File: config.mk
export PLATFORM = sky130hd
export DESIGN_NAME = led_pattern_ctrl
export DESIGN_NICKNAME = d
export VERILOG_FILES = /design/src/rtl/led_pkg.sv /design/src/rtl/tick_gen.sv /design/src/rtl/led_pattern_ctrl.sv
export SDC_FILE = /design/constraint.sdc
export NUM_CORES = 1
export LEC_CHECK = 0
export BUFFER_PORTS_ARGS = -buffer_cell sky130_fd_sc_hd__buf_2
export CAP_MARGIN = 20
export CORE_MARGIN = 8
export CORE_UTILIZATION = 62
export CTS_CLUSTER_DIAMETER = 30
export DETAILED_ROUTE_END_ITERATION = 8
export PLACE_DENSITY = 0.79
export SLEW_MARGIN = 30
export SYNTH_ARGS = -nofsm -noshare
export SYNTH_HDL_FRONTEND = slang
export SYNTH_SLANG_ARGS = --single-unit
export TNS_END_PERCENT = 100
File: constraint.sdc
create_clock -name clk -period 4.65 [get_ports clk]
set_input_delay 0.6975 -clock clk [delete_from_list [all_inputs] [get_ports clk]]
set_output_delay 0.6975 -clock clk [all_outputs]
set_load 0.01 [all_outputs]
File: src/rtl/led_pkg.sv
// Shared mode encodings and width helper for the LED pattern controller.
package led_pkg;

  typedef enum logic [1:0] {
    MODE_OFF   = 2'd0,
    MODE_ON    = 2'd1,
    MODE_BLINK = 2'd2,
    MODE_PWM   = 2'd3
  } mode_t;

  // Channel-select width; a single channel still needs a 1-bit select.
  function automatic int cw(input int n);
    return (n > 1) ? $clog2(n) : 1;
  endfunction

endpackage

File: src/rtl/tick_gen.sv
// Prescaler dividing the system clock down to a one-cycle base tick strobe.
module tick_gen #(
  parameter int CLK_HZ  = 25_000_000,
  parameter int TICK_HZ = 1000
) (
  input  logic clk,
  input  logic rst_n,
  output logic tick
);

  localparam int DIV   = CLK_HZ / TICK_HZ;
  localparam int CNT_W = (DIV > 1) ? $clog2(DIV) : 1;

  logic [CNT_W-1:0] cnt;

  always_ff @(posedge clk or negedge rst_n) begin
    if (!rst_n) begin
      cnt <= '0;
    end else if (cnt == CNT_W'(DIV - 1)) begin
      cnt <= '0;
    end else begin
      cnt <= cnt + 1'b1;
    end
  end

  assign tick = (cnt == CNT_W'(DIV - 1));

endmodule

File: src/rtl/led_pattern_ctrl.sv
// Multi-channel LED driver: per-channel OFF/ON/BLINK/PWM with a one-cycle
// configuration handshake and registered, polarity-adjusted LED outputs.
module led_pattern_ctrl
  import led_pkg::*;
#(
  parameter int          CHANNELS    = 4,
  parameter int          CLK_HZ      = 25_000_000,
  parameter int          TICK_HZ     = 1000,
  parameter int          PWM_BITS    = 8,
  parameter bit          ACTIVE_LOW  = 1'b1,
  parameter logic [1:0]  INIT_MODE   = 2'd0,
  parameter logic [15:0] INIT_PERIOD = 16'd500,
  localparam int         CW          = cw(CHANNELS)
) (
  input  logic                clk,
  input  logic                rst_n,
  input  logic                cfg_valid,
  output logic                cfg_ready,
  input  logic [CW-1:0]       cfg_ch,
  input  logic [1:0]          cfg_mode,
  input  logic [15:0]         cfg_period,
  input  logic [PWM_BITS-1:0] cfg_duty,
  output logic                cfg_err,
  output logic                tick,
  output logic [CHANNELS-1:0] led
);

  logic                ready_q;
  logic                accept;
  logic                bad_ch;
  logic [PWM_BITS-1:0] pwm_cnt;
  logic [CHANNELS-1:0] on;

  tick_gen #(
    .CLK_HZ  (CLK_HZ),
    .TICK_HZ (TICK_HZ)
  ) u_tick_gen (
    .clk   (clk),
    .rst_n (rst_n),
    .tick  (tick)
  );

  assign cfg_ready = ready_q;
  assign accept    = cfg_valid && ready_q;
  assign bad_ch    = (32'(cfg_ch) >= CHANNELS);

  always_ff @(posedge clk or negedge rst_n) begin
    if (!rst_n) begin
      ready_q <= 1'b0;
      cfg_err <= 1'b0;
      pwm_cnt <= '0;
    end else begin
      ready_q <= 1'b1;
      cfg_err <= accept && bad_ch;
      pwm_cnt <= pwm_cnt + 1'b1;
    end
  end

  for (genvar i = 0; i < CHANNELS; i++) begin : g_ch
    mode_t               mode;
    logic [15:0]         period;
    logic [15:0]         bcnt;
    logic [15:0]         limit;
    logic [PWM_BITS-1:0] duty;
    logic                ph;
    logic                wr;
    logic                lit;

    assign wr    = accept && !bad_ch && (cfg_ch == CW'(i));
    // A zero period blinks like a period of one tick.
    assign limit = (period == 16'd0) ? 16'd0 : period - 16'd1;

    // A config write takes priority over a blink step in the same cycle.
    always_ff @(posedge clk or negedge rst_n) begin
      if (!rst_n) begin
        mode   <= mode_t'(INIT_MODE);
        period <= INIT_PERIOD;
        duty   <= '0;
        bcnt   <= '0;
        ph     <= 1'b0;
      end else if (wr) begin
        mode   <= mode_t'(cfg_mode);
        period <= cfg_period;
        duty   <= cfg_duty;
        bcnt   <= '0;
        ph     <= 1'b1;
      end else if (tick && (mode == MODE_BLINK)) begin
        if (bcnt >= limit) begin
          ph   <= ~ph;
          bcnt <= '0;
        end else begin
          bcnt <= bcnt + 16'd1;
        end
      end
    end

    always_comb begin
      lit = 1'b0;
      unique case (mode)
        MODE_OFF:   lit = 1'b0;
        MODE_ON:    lit = 1'b1;
        MODE_BLINK: lit = ph;
        MODE_PWM:   lit = (pwm_cnt < duty);
      endcase
    end

    assign on[i] = lit;
  end

  always_ff @(posedge clk or negedge rst_n) begin
    if (!rst_n) begin
      led <= {CHANNELS{ACTIVE_LOW}};
    end else begin
      led <= on ^ {CHANNELS{ACTIVE_LOW}};
    end
  end

endmodule

* Word level (Yosys, flattened, before mapping)
Index checks and enable logic that the tools add are counted.
Widths: inputs -> output; s select.
** Cells by class
- Bitwise operators :: 5
- Equality and inequality tests :: 16
- Magnitude comparators :: 8
- Reductions and logical operators :: 30
- $add $sub $neg :: 10
- Multiplexer cells :: 33
** Operators by type and width (number)
- $mux 16 :: 16
- $add 16x1->16 const B :: 4
- $ge 16x16->1 :: 4
- $logic_not 16->1 :: 4
- $sub 16x1->16 const B :: 4
- $lt 8x8->1 :: 4
- $eq 2x2->1 const B :: 10
- $pmux 1 s4 :: 4
- $reduce_bool 2->1 :: 8
- $add 15x1->15 const B :: 1
- $eq 15x15->1 const B :: 1
- $mux 15 :: 1
- $mux 1 :: 12
- $eq 2x1->1 const B :: 5
- $logic_not 2->1 :: 5
- $logic_and 1x1->1 :: 9
- $add 8x1->8 const B :: 1
- $reduce_and 2->1 :: 4
- $not 1->1 :: 4
- $not 4->4 :: 1
** Word-level totals
- Input port bits :: 31
- Word-level logic and storage cells :: 126
- Output and inout bits :: 7
- Flip-flop bits (word level) :: 200

* Longest topological paths before layout
- Depth in word-level cells :: 6
- Depth in mapped cells :: 16
- Gate-level depth less buffers :: 14

* By module
A second synthesis with hierarchy kept.
** Second synthesis, totals
- Cell total of the unflattened synthesis :: 1265
- Area, all modules :: 11900.2 µm²
** By module, submodules not included
- led_pattern_ctrl :: area an instance 11115.7 µm², instances 1, seq. area each 4664.5 µm², cells each 1190
- tick_gen :: area an instance 784.5 µm², instances 1, seq. area each 375.4 µm², cells each 75

* Least setup slack after synthesis
No wires, ideal clock.
- Kind :: register to register
- Start point :: register g_ch[1].period[3]
- End point :: register g_ch[1].bcnt[10]
- Period minus slack after synthesis :: 3628 ps
- Buffers on the path :: 1
- Setup slack :: 1022 ps
- Arrival :: 3556 ps
- Cell stages (with the launch flop) :: 15
- Cell sequence :: dfrtp_1 > or4_4 > nor4b_4 > nor4b_4 > nand2_1 > xnor2_1 > nand2_1 > ha_1 > a211oi_1 > o211ai_1 > a2111oi_0 > a31oi_1 > and2_1 > buf_2 > nor2_1
** Between the ends
- Word-level cells in the longest chain between the ends :: 6
- Elaborated cells on any way between the ends :: 7
** RTL lines
- start, declared :: RTL line led_pattern_ctrl.sv:61 : logic [15:0] period;
- start signal, assigned :: RTL line led_pattern_ctrl.sv:83 : period <= cfg_period;
- $sub 16x1->16 / $logic_not 16->1 (equally long branches) :: RTL line led_pattern_ctrl.sv:71 : assign limit = (period == 16'd0) ? 16'd0 : period - 16'd1;
- $mux 16 * :: RTL line led_pattern_ctrl.sv:71
- $ge 16x16->1 * :: RTL line led_pattern_ctrl.sv:88 : if (bcnt >= limit) begin
- $mux 16 * :: RTL line led_pattern_ctrl.sv:88
- $mux 16 * :: RTL line led_pattern_ctrl.sv:87 : end else if (tick && (mode == MODE_BLINK)) begin
- $mux 16 * :: RTL line led_pattern_ctrl.sv:81 : end else if (wr) begin
- end signal, assigned :: RTL line led_pattern_ctrl.sv:92 : bcnt <= bcnt + 16'd1;
- end, declared :: RTL line led_pattern_ctrl.sv:62 : logic [15:0] bcnt;
Mark *: on every way between the ends. The rest lies on a longest branch, timed or not. The select of a mux whose other input is x is not followed.
A chain may end at the register's enable or synchronous reset.

* Worst setup path in the final report
- Start point :: register g_ch[1].period[3]
- End point :: register g_ch[1].ph
** Between the ends
- Word-level cells in the longest chain between the ends :: 5
- Elaborated cells on any way between the ends :: 6
** RTL lines
- $sub 16x1->16 / $logic_not 16->1 (equally long branches) :: RTL line led_pattern_ctrl.sv:71
- $mux 16 * :: RTL line led_pattern_ctrl.sv:71
- $ge 16x16->1 * :: RTL line led_pattern_ctrl.sv:88
- $reduce_bool 2->1 (no line) *
- $reduce_and 2->1 (no line) *
- end signal, assigned :: RTL line led_pattern_ctrl.sv:89 : ph <= ~ph;
- end, declared :: RTL line led_pattern_ctrl.sv:65 : logic ph;
Mark *: on every way between the ends. The rest lies on a longest branch, timed or not.

==> flow_summary.toml <==
[placed_design]
post_dp_cell_area_mm2 = 0.0125
post-dp-hpwl_mm = 18.9
place.port_buffers = 36
gp_congestion = 0.861

[flow_run]
timing.max_cap.violations = 0

[timing]
slew_violations = 0
rsz0062_at_grt = "no"
layout_worst_path_cycle_share_pct = 91.8
worst_slew_pin_slew_ps = 801
timing_hold_violations_final = 0
final_period_minus_worst_setup_slack_ps = 4270
slew-limit-headroom_pct = 46.6
clock-skew-final_ps = 19.0
finalSetupViolations = 0
setup_total_negative_slack_ps = 0
fmax_ghz = 0.234
hold-worst-slack_ps = 322

[global_routing]
grt_first_pass_wirelength_mm = 44.0
grt_max_degree = 103
grt_pass1_vias = 9024
grtUsageTotal_pct = 22.7
grt_remaining_overflow = 0
antenna_found_initial = 3

[setup_path]
required_time_of_the_critical_path_ps = 4980
worstSetupEndpointType = "flip-flop"
worst_ep_arrival_time_ps = 4600
worstSetupPathType = "flip-flop to flip-flop"
cpPeakStageDelay_ps = 570
startpoint_type = "flip-flop"
cp.buffers_inverters = 0
critPathMaxFanout = 11
cp_cell_sequence = "or4_4, nor4b_4, nor4b_4, nand2_1, xnor2_1, nand2_1, ha_1, a211oi_1, o211ai_1, a2111oi_0, a31oi_1, and2_1, o21a_1"
critPathTopFamily = "simple AND/OR/NAND/NOR gates"
slowest_stage = "sky130_fd_sc_hd__or4_4"

[floorplan]
die_width_um = 156
die_h_um = 156
core_area_mm2 = 0.0193
pin_count = 38
rows = 51
die_area_mm2 = 0.0242
initial_core_util_pct = 62.7

[logic_synthesis]
synth_largest_type_area_fraction_pct = 35.6
mappedNetlistNets = 1384
synthesis.area_mm2 = 0.0121
synth_area_per_cell_um2 = 9.69
netlist_top_cells_count = "sky130_fd_sc_hd__nand2_1, sky130_fd_sc_hd__dfrtp_1, sky130_fd_sc_hd__ha_1, sky130_fd_sc_hd__nor2_1, sky130_fd_sc_hd__mux2_2"
synth_enable_flop_cells = 0
netlist_instances = 1247
synthFlopType = "sky130_fd_sc_hd__dfrtp_1"
flip_flop_and_latch_count_after_synthesis = 200
synth_top_area_cell = "sky130_fd_sc_hd__dfrtp_1"
asyncSetResetFlopFracSynth_pct = 100
post_synth_main_area_contributors = "sky130_fd_sc_hd__dfrtp_1, sky130_fd_sc_hd__ha_1, sky130_fd_sc_hd__mux2_2, sky130_fd_sc_hd__dfstp_2, sky130_fd_sc_hd__nand2_1"
synth.yosys.warnings = 0
synth.distinct_cells = 68
post-synth-top-count-cell = "sky130_fd_sc_hd__nand2_1"
sequential_share_of_the_synthesized_area_pct = 41.7

[clock_tree]
cts.reportedPaths.clkPinSlew_ps = 80
clock_latency_ps = 450
tritoncts = "done"
postCtsSetupBuffers = 0
cts-buffers-inserted = 17
cts-hold-fix-buffers = 0
cts.sinks = 200
cts-root-buf = "sky130_fd_sc_hd__clkbuf_16"
h-tree-depth = 4
clockBufferDepth = 2
post_cts_resized = 0

[drt]
post_drt_wl_per_cell_um = 17.0
first_pass_iters = 5
post_detailed_route_count_of_antenna_violating_nets = 0
drt_drc_violations_left = 0
via_per_inst = 5.93
vias = 9213
detailedRoute.firstIterationViolations = 550
wl_mm = 26.4

[pwr]
p_leak_nw = 6.13
pwr_density_mw_per_mm2 = 394
vdd.ir_drop.worst_uv = 310

[layout]
design.final.nets = 1411
design_area_mm2 = 0.0131
area_growth_syn_to_layout_pct = 8.55
drive_gt1_share_pct = 15.2

[run_status]
status = "finished clean"

[min_path]
min-delay-path-class = "primary input to async pin"
[area by class of cell]
cell class                      count  area [um2]
Inverter                           59         221
Antenna cell                        1        2.50
Timing Repair Buffer               43         254
Clock inverter                     13         159
Fill cell                        1510        6150
Multi-Input combinational cell    953        6680
Sequential cell                   200        5040
Clock buffer                       19         433
Tap cell                          265         332
[cells by family (layout without fill, tap and decap cells)]
family                     count (synthesis)  after routing  synth area share [%]
buffers and inverters                     94            134                  3.10
xor gates and xnor gates                  96             96                  6.96
DFF                                      200            200                  41.7
adders and majority gates                106            106                  11.0
and+or+nand+nor                          491            491                  20.4
other                                      2              3                0.0621
AOI/OAI and AO/OA                        187            187                  10.2
muxes                                     71             71                  6.62
[final timing paths]
check	start	endpoint	slack [ps]	cells after the start
max	g_ch[1].period[3]	g_ch[1].ph	380	13
min	rst_n	u_tick_gen.cnt[12]	320	1
max reg2reg	g_ch[1].period[3]	g_ch[1].ph	380	13
min reg2reg	u_tick_gen.cnt[0]	u_tick_gen.cnt[0]	480	1
max in group asynchronous	rst_n	g_ch[3].period[7]	3320	2
min in group clk	u_tick_gen.cnt[0]	u_tick_gen.cnt[0]	480	1
[state kept, by name, summed over array words and instances, names as in the netlist]
| name | flops |
|---|---|
| g_ch.mode | 8 |
| g_ch.bcnt | 64 |
| g_ch.ph | 4 |
| u_tick_gen.cnt | 15 |
| g_ch.duty | 32 |
| pwm_cnt | 8 |
| led | 4 |
| cfg_ready | 1 |
| g_ch.period | 64 |
[worst reg2reg max path: cells and delay by family, from the launching register on]
kind / cells / cell delay [ps]
simple gates: 6 / 1900
compound gates: 5 / 1360
flops: 1 / 430
fa+ha+maj: 1 / 310
xor+xnor: 1 / 150
[through the flow]
stage	setup slack, ps	util (%)	total power, mW	std cells
2_1_floorplan	1020	-	3.27	1247
6_report	381	68.1	5.16	1553
3_5_place_dp	492	65.0	3.66	1520
4_1_cts	416	68.0	5.19	1552
3_3_place_gp	598	65.0	3.60	1520
5_1_grt	85.4	68.1	5.48	1553
[placed cells by master (no fill, tap or decap), drive strengths merged, types with 6 or more instances in the layout]
master	synthesis	routed
and2	9	9
a211oi	8	8
or4	9	9
nor4b	8	8
xnor2	42	42
a21o	10	10
nor2	85	85
dfrtp	172	172
or3	13	13
a31oi	6	6
nor3	34	34
mux2	71	71
and4	6	6
buf	14	42
nand3	46	46
nand4	19	19
o21a	6	6
a22o	12	12
clkbuf	21	20
nor2b	8	8
inv	59	66
nand2	190	190
o21ai	62	62
nand2b	15	15
ha	106	106
xor2	54	54
and3	18	18
a21oi	45	45
dfstp	28	28
nor4	14	14
[per-layer routing]
layer	track usage, %	wire length [um]	vias up
met4	8.64	633	2
li1	-	-	4468
met2	37.5	12600	219
met1	29.0	11900	4481
met5	0	10	-
met3	4.40	1260	43
[power breakdown]
part	switching (mW)	internal [mW]	leakage [nW]
Combinational	0.688	0.607	3.38
Sequential	0.299	2.05	2.47
Clock	0.704	0.813	0.289
Total	1.69	3.47	6.13
Power figures use the tool's default switching activity.
